### config.mk
export PLATFORM = sky130hd
export DESIGN_NAME = tx_scheduler
export DESIGN_NICKNAME = d
export VERILOG_FILES = /design/src/rtl/tx_scheduler.sv
export SDC_FILE = /design/constraint.sdc
export NUM_CORES = 1
export LEC_CHECK = 0
export CORE_MARGIN = 2
export CORE_UTILIZATION = 41
export DETAILED_ROUTE_END_ITERATION = 8
export PLACE_DENSITY = 0.8
export SLEW_MARGIN = 20
export SYNTH_ARGS = -nofsm -noshare
export SYNTH_HDL_FRONTEND = slang
export SYNTH_SLANG_ARGS = --single-unit
### constraint.sdc
create_clock -name clk_115200hz -period 2.4 [get_ports clk_115200hz]
set_clock_uncertainty 0.15 [all_clocks]
set_input_delay 0.48 -clock clk_115200hz [delete_from_list [all_inputs] [get_ports clk_115200hz]]
set_output_delay 0.48 -clock clk_115200hz [all_outputs]
set_load 0.01 [all_outputs]
### src/rtl/tx_scheduler.sv
// Round-robin scheduler sharing one 16-bit serial transmitter between N_REQ requesters.
// A grant latches the winner's word, holds tx_start for TX_CYCLES cycles, then idles for
// GAP_CYCLES cycles before the next grant. All outputs are registered.
module tx_scheduler #(
    parameter int unsigned N_REQ      = 4,
    parameter int unsigned TX_CYCLES  = 24,
    parameter int unsigned GAP_CYCLES = 2
) (
    input  logic                       clk_115200hz,
    input  logic                       reset_n,
    input  logic [N_REQ-1:0]           req,
    input  logic [16*N_REQ-1:0]        req_data,
    output logic [N_REQ-1:0]           ack,
    output logic                       tx_start,
    output logic [0:15]                tx_data,
    output logic [$clog2(N_REQ)-1:0]   grant_id,
    output logic                       busy
);

    localparam int unsigned IdW     = $clog2(N_REQ);
    localparam int unsigned CntMax  = (TX_CYCLES > GAP_CYCLES) ? TX_CYCLES : GAP_CYCLES;
    localparam int unsigned CntW    = $clog2(CntMax) + 1;
    localparam int unsigned TxLoad  = TX_CYCLES - 1;
    // Guarded so the counter is never loaded with a wrapped negative value when the gap is 0.
    localparam int unsigned GapLoad = (GAP_CYCLES > 0) ? GAP_CYCLES - 1 : 0;

    typedef enum logic [1:0] {StIdle, StSend, StGap} state_e;

    state_e              state_q, state_d;
    logic [CntW-1:0]     cnt_q, cnt_d;
    logic [IdW-1:0]      last_q, last_d;
    logic [N_REQ-1:0]    ack_q, ack_d;
    logic                tx_start_q, tx_start_d;
    logic [15:0]         data_q, data_d;
    logic [IdW-1:0]      grant_q, grant_d;
    logic                busy_q, busy_d;

    logic                found;
    logic [IdW-1:0]      win;
    logic [IdW-1:0]      cand;

    // Round-robin search starting just after the last served requester, with wrap-around.
    always_comb begin
        found = 1'b0;
        win   = '0;
        cand  = '0;
        for (int unsigned k = 1; k <= N_REQ; k++) begin
            cand = IdW'((int'(last_q) + k) % N_REQ);
            if (!found && req[cand]) begin
                found = 1'b1;
                win   = cand;
            end
        end
    end

    // Next-state and registered-output computation.
    always_comb begin
        state_d    = state_q;
        cnt_d      = cnt_q;
        last_d     = last_q;
        ack_d      = '0;
        tx_start_d = tx_start_q;
        data_d     = data_q;
        grant_d    = grant_q;
        busy_d     = busy_q;
        unique case (state_q)
            StIdle: begin
                if (found) begin
                    data_d     = req_data[16*win +: 16];
                    ack_d[win] = 1'b1;
                    grant_d    = win;
                    last_d     = win;
                    tx_start_d = 1'b1;
                    busy_d     = 1'b1;
                    cnt_d      = CntW'(TxLoad);
                    state_d    = StSend;
                end
            end
            StSend: begin
                if (cnt_q == '0) begin
                    tx_start_d = 1'b0;
                    if (GAP_CYCLES > 0) begin
                        cnt_d   = CntW'(GapLoad);
                        state_d = StGap;
                    end else begin
                        busy_d  = 1'b0;
                        state_d = StIdle;
                    end
                end else begin
                    cnt_d = cnt_q - CntW'(1);
                end
            end
            StGap: begin
                if (cnt_q == '0) begin
                    busy_d  = 1'b0;
                    state_d = StIdle;
                end else begin
                    cnt_d = cnt_q - CntW'(1);
                end
            end
            default: state_d = StIdle;
        endcase
    end

    // State and output registers; reset drops tx_start immediately and forgets the frame.
    always_ff @(posedge clk_115200hz or negedge reset_n) begin
        if (!reset_n) begin
            state_q    <= StIdle;
            cnt_q      <= '0;
            last_q     <= IdW'(N_REQ - 1);
            ack_q      <= '0;
            tx_start_q <= 1'b0;
            data_q     <= '0;
            grant_q    <= '0;
            busy_q     <= 1'b0;
        end else begin
            state_q    <= state_d;
            cnt_q      <= cnt_d;
            last_q     <= last_d;
            ack_q      <= ack_d;
            tx_start_q <= tx_start_d;
            data_q     <= data_d;
            grant_q    <= grant_d;
            busy_q     <= busy_d;
        end
    end

    assign ack      = ack_q;
    assign tx_start = tx_start_q;
    assign tx_data  = data_q;
    assign grant_id = grant_q;
    assign busy     = busy_q;

endmodule
==> results by stage <==
Global route:
- For this run the aggregate overflow at the end of global routing stands at 0.
- Entering global routing, the biggest net connects 35 pins.
- The initial antenna violation count is 0.
- The first global-routing pass estimated slightly above 8000 µm of wire.
- Global routing used roughly 20% of the available tracks.
- The number of global-route vias before repair came to ~1800.

Floorplan:
- The area enclosed by the die boundary is between 0.005 and 0.006 mm².
- In this run the horizontal extent of the chip is 74.1 µm.
- The floorplan row count is 25.
- The boundary pin count is 94.
- The die outline height is 74.1 µm.
- The placeable core area is about 0.0047 mm².
- The initial utilization of the core area, before any placement, comes to a little over two fifths.

Logic synthesis:
- The cell area that synthesis handed to floorplanning was about 0.0020 mm².
- A synthesized cell averages around 10 µm².
- Yosys mapped a number of flops with a built-in enable equal to 0.
- The sequential fraction of the synthesis area is a little over two fifths.
- The fraction of registers with async set or reset after synthesis is 100%.
- Counting distinct cell types in the post-synthesis netlist gives 30.
- Sorting the synthesized cells by area gives the leading types as sky130_fd_sc_hd__dfrtp_1, sky130_fd_sc_hd__mux2i_1, sky130_fd_sc_hd__o221ai_2.
- The prevailing post-synth register cell is sky130_fd_sc_hd__dfrtp_1.
- The flip-flop and latch count after synthesis is 34.
- The portion of synthesized cell area occupied by the leading cell type is between 30% and 40%.
- Counting every net in the synthesized netlist gives between 200 and 300.
- Yosys printed 0 warnings.
- The cell type contributing the most total cell area after synthesis is sky130_fd_sc_hd__dfrtp_1.
- The number of standard cells after synthesis is 194.

Placed design:
- Summing all placed instances gives a cell area of roughly 0.0031 mm².
- The post-placement setup slack is -161 ps.
- In this run the tool buffered the top-level ports with 93 buffer cells.
- The final HPWL from detailed placement is between 4000 and 5000 µm.
- The final RePlAce weighted congestion is approximately 0.8.

Drt:
- The detail route stage leaves a number of antenna-violating nets equal to 0.
- After detailed routing, the average wire length per cell comes to approximately 14 µm.
- The via count of the routed design is about 1900.
- After the first detailed-routing iteration, the DRC count stood at 80.
- The detailed-routing iteration count for the pre-antenna-repair pass is 4.
- For this run, design rule violations remaining after detail routing come to 0.
- Wires add up to 5270 µm.
- After detailed routing, the number of vias per cell comes to ~5.1.

Clock network:
- The H-tree depth reported by CTS is 2.
- The worst-skew pair later-pin latency is around 280 ps.
- The clock buffer count from CTS is 5.
- The clock passes through at most 2 buffers.
- The tree is rooted in a sky130_fd_sc_hd__clkbuf_8.
- The clock transition at the registers of the reported paths is 70 ps.
- Counting every sink on the clock net gives 34.
- TritonCTS built the clock tree.
- After clock tree synthesis, the flow added hold-fix buffers numbering 0.

Final layout:
- Once layout is complete, the utilization of the core stands at about two thirds.
- The diode insertion count for antenna repair is 0.
- In the final layout, the share of cells above drive strength 1 is a little over an eighth.
- The number of nets in the layout is approximately 370.
- The design area is roughly 0.0032 mm².
- The most common cell after layout, fill and taps aside is sky130_fd_sc_hd__clkdlybuf4s50_1.
- The top cell types in the final layout, fill and taps aside, are sky130_fd_sc_hd__clkdlybuf4s50_1, sky130_fd_sc_hd__mux2i_1, sky130_fd_sc_hd__dfrtp_1.
- The filler cells instantiated in the layout total 400.
- The relative area change from synthesis to final layout is 58.1%.

STA:
- Setup repair after global routing left no endpoint under its margin.
- At the pin with the least slew margin, the transition time is about 740 ps.
- The clock period could shrink to around 2300 ps.
- After layout, the worst path uses a little over nine tenths of the clock period.
- The tightest slew margin relative to the limit is roughly 50%.
- After layout, the worst setup slack is about 140 ps.
- The maximum operating frequency is approximately 0.44 GHz.
- The number of slew-limit violations in the final report is 0.
- The number of failing hold endpoints at the final stage is 0.
- The smallest hold slack is around 120 ps.
- The count of final setup violators is 0.

Critical path:
- The destination of the worst register-to-register timing path is cnt_q[2]$_DFFE_PN0P_.
- The number of cells on the worst reg-to-reg path is 8.
- The data arrival time of the worst path is between 2000 and 2500 ps.
- STA classifies the critical path startpoint as a primary input.
- Setup slack on the worst reg-to-reg path comes out at approximately 230 ps.
- Along the worst path, the maximum fanout reaches 13.
- The endpoint kind of the worst setup timing path is a flip-flop.
- For the worst setup path, the data required time is 2400 ps.
- The worst setup path is of the in -> reg kind.
- The startpoint of the worst-slack reg-to-reg timing path is cnt_q[0]$_DFFE_PN0P_.

Outcome:
- The run finished with clean final reports.

Power and ir drop:
- The peak supply drop is slightly above 0.5 mV.
- In this run the static leakage power is 0.00140 µW.
- The areal power density over the cells is approximately 1100 mW/mm².

Run:
- The tool flagged a number of max-cap violations equal to 0.

Worst hold path:
- The tightest min-delay check is of the in -> async type.
==> cell usage after synthesis (all sizes together) (5+ instances only) <==
| library cell | n |
|---|---|
| a21oi | 12 |
| buf | 11 |
| dfrtp | 32 |
| ha | 5 |
| inv | 9 |
| mux2i | 32 |
| nand2 | 25 |
| nand2b | 6 |
| nor2 | 14 |
| o21ai | 8 |
| o221ai | 16 |
==> worst max-delay path, stage by stage <==
cell                              delay, ps
sky130_fd_sc_hd__clkdlybuf4s50_1        470
sky130_fd_sc_hd__nand2b_1               120
sky130_fd_sc_hd__o21ai_0                150
sky130_fd_sc_hd__a211oi_4               330
sky130_fd_sc_hd__buf_4                  300
sky130_fd_sc_hd__mux2i_1                280
sky130_fd_sc_hd__o221ai_2               120
==> kinds of logic (layout without fill, tap and decap cells) <==
group           count (synthesis)  after routing  synth area share (%)
fa+ha+maj                       5              5                  3.10
simple gates                   54             54                  12.5
buf+inv                        20            126                  6.89
mux                            32             32                  15.9
flops                          34             34                  42.3
compound gates                 49             49                  19.3
==> state kept, by name, indices dropped and copies added, names as in the netlist <==
| name | cells |
|---|---|
| busy | 1 |
| grant_id | 2 |
| tx_start | 1 |
| tx_data | 16 |
| ack | 4 |
| state_q | 2 |
| cnt_q | 6 |
| last_q | 2 |
==> area by class of cell <==
type                            instances  area [µm²]  share of cell area, %
Clock buffer                            7        86.3                   2.71
Clock inverter                          1        5.00                  0.157
Inverter                                9        33.8                   1.06
Multi-Input combinational cell        140        1040                   32.7
Sequential cell                        34         853                   26.8
Tap cell                               67        83.8                   2.63
Timing Repair Buffer                  109        1080                   34.0
==> where the power goes <==
| group | switching [µW] | leakage (µW) | internal, µW |
|---|---|---|---|
| sequential | 168 | 0.000410 | 837 |
| clock | 199 | 0.0000482 | 231 |
| combinational | 926 | 0.000946 | 1050 |
| total | 1290 | 0.00140 | 2120 |
==> routing by layer <==
layer / GRT usage, % / wire, µm
met2: 32.2 / 2630
met4: 7.27 / 51
met3: 4.34 / 242
met1: 25.1 / 2350
met5: 0 / 0
==> worst max-delay path by stage <==
| stage | from | slack, ps | end | cells past startpoint |
|---|---|---|---|---|
| after CTS | req[3] | 130 | tx_data[14]$_DFFE_PN0P_ | 7 |
| final | req[3] | 140 | tx_data[14]$_DFFE_PN0P_ | 7 |
| after floorplan | req[2] | 430 | tx_data[11]$_DFFE_PN0P_ | 7 |
| after detailed placement | req[3] | -160 | tx_data[14]$_DFFE_PN0P_ | 7 |
| after global placement | req[3] | -70 | tx_data[15]$_DFFE_PN0P_ | 7 |
| after global routing | req[3] | 50 | tx_data[11]$_DFFE_PN0P_ | 8 |
==> repair_timing <==
| action | CTS | global route |
|---|---|---|
| gates resized for setup | 0 | 1 |
| setup endpoints to repair | 0 | 1 |
| setup buffers | 0 | 0 |
==> metrics by stage <==
| stage | total power [µW] | TNS, ps | instances |
|---|---|---|---|
| 3_5_place_dp | 3020 | -1490 | 359 |
| 2_1_floorplan | 2230 | 0 | 194 |
| 3_3_place_gp | 2950 | -587 | 359 |
| 4_1_cts | 3450 | 0 | 367 |
| 6_report | 3420 | 0 | 367 |
| 5_1_grt | 3660 | 0 | 367 |
No activity file was read; power rests on OpenSTA's default activity.
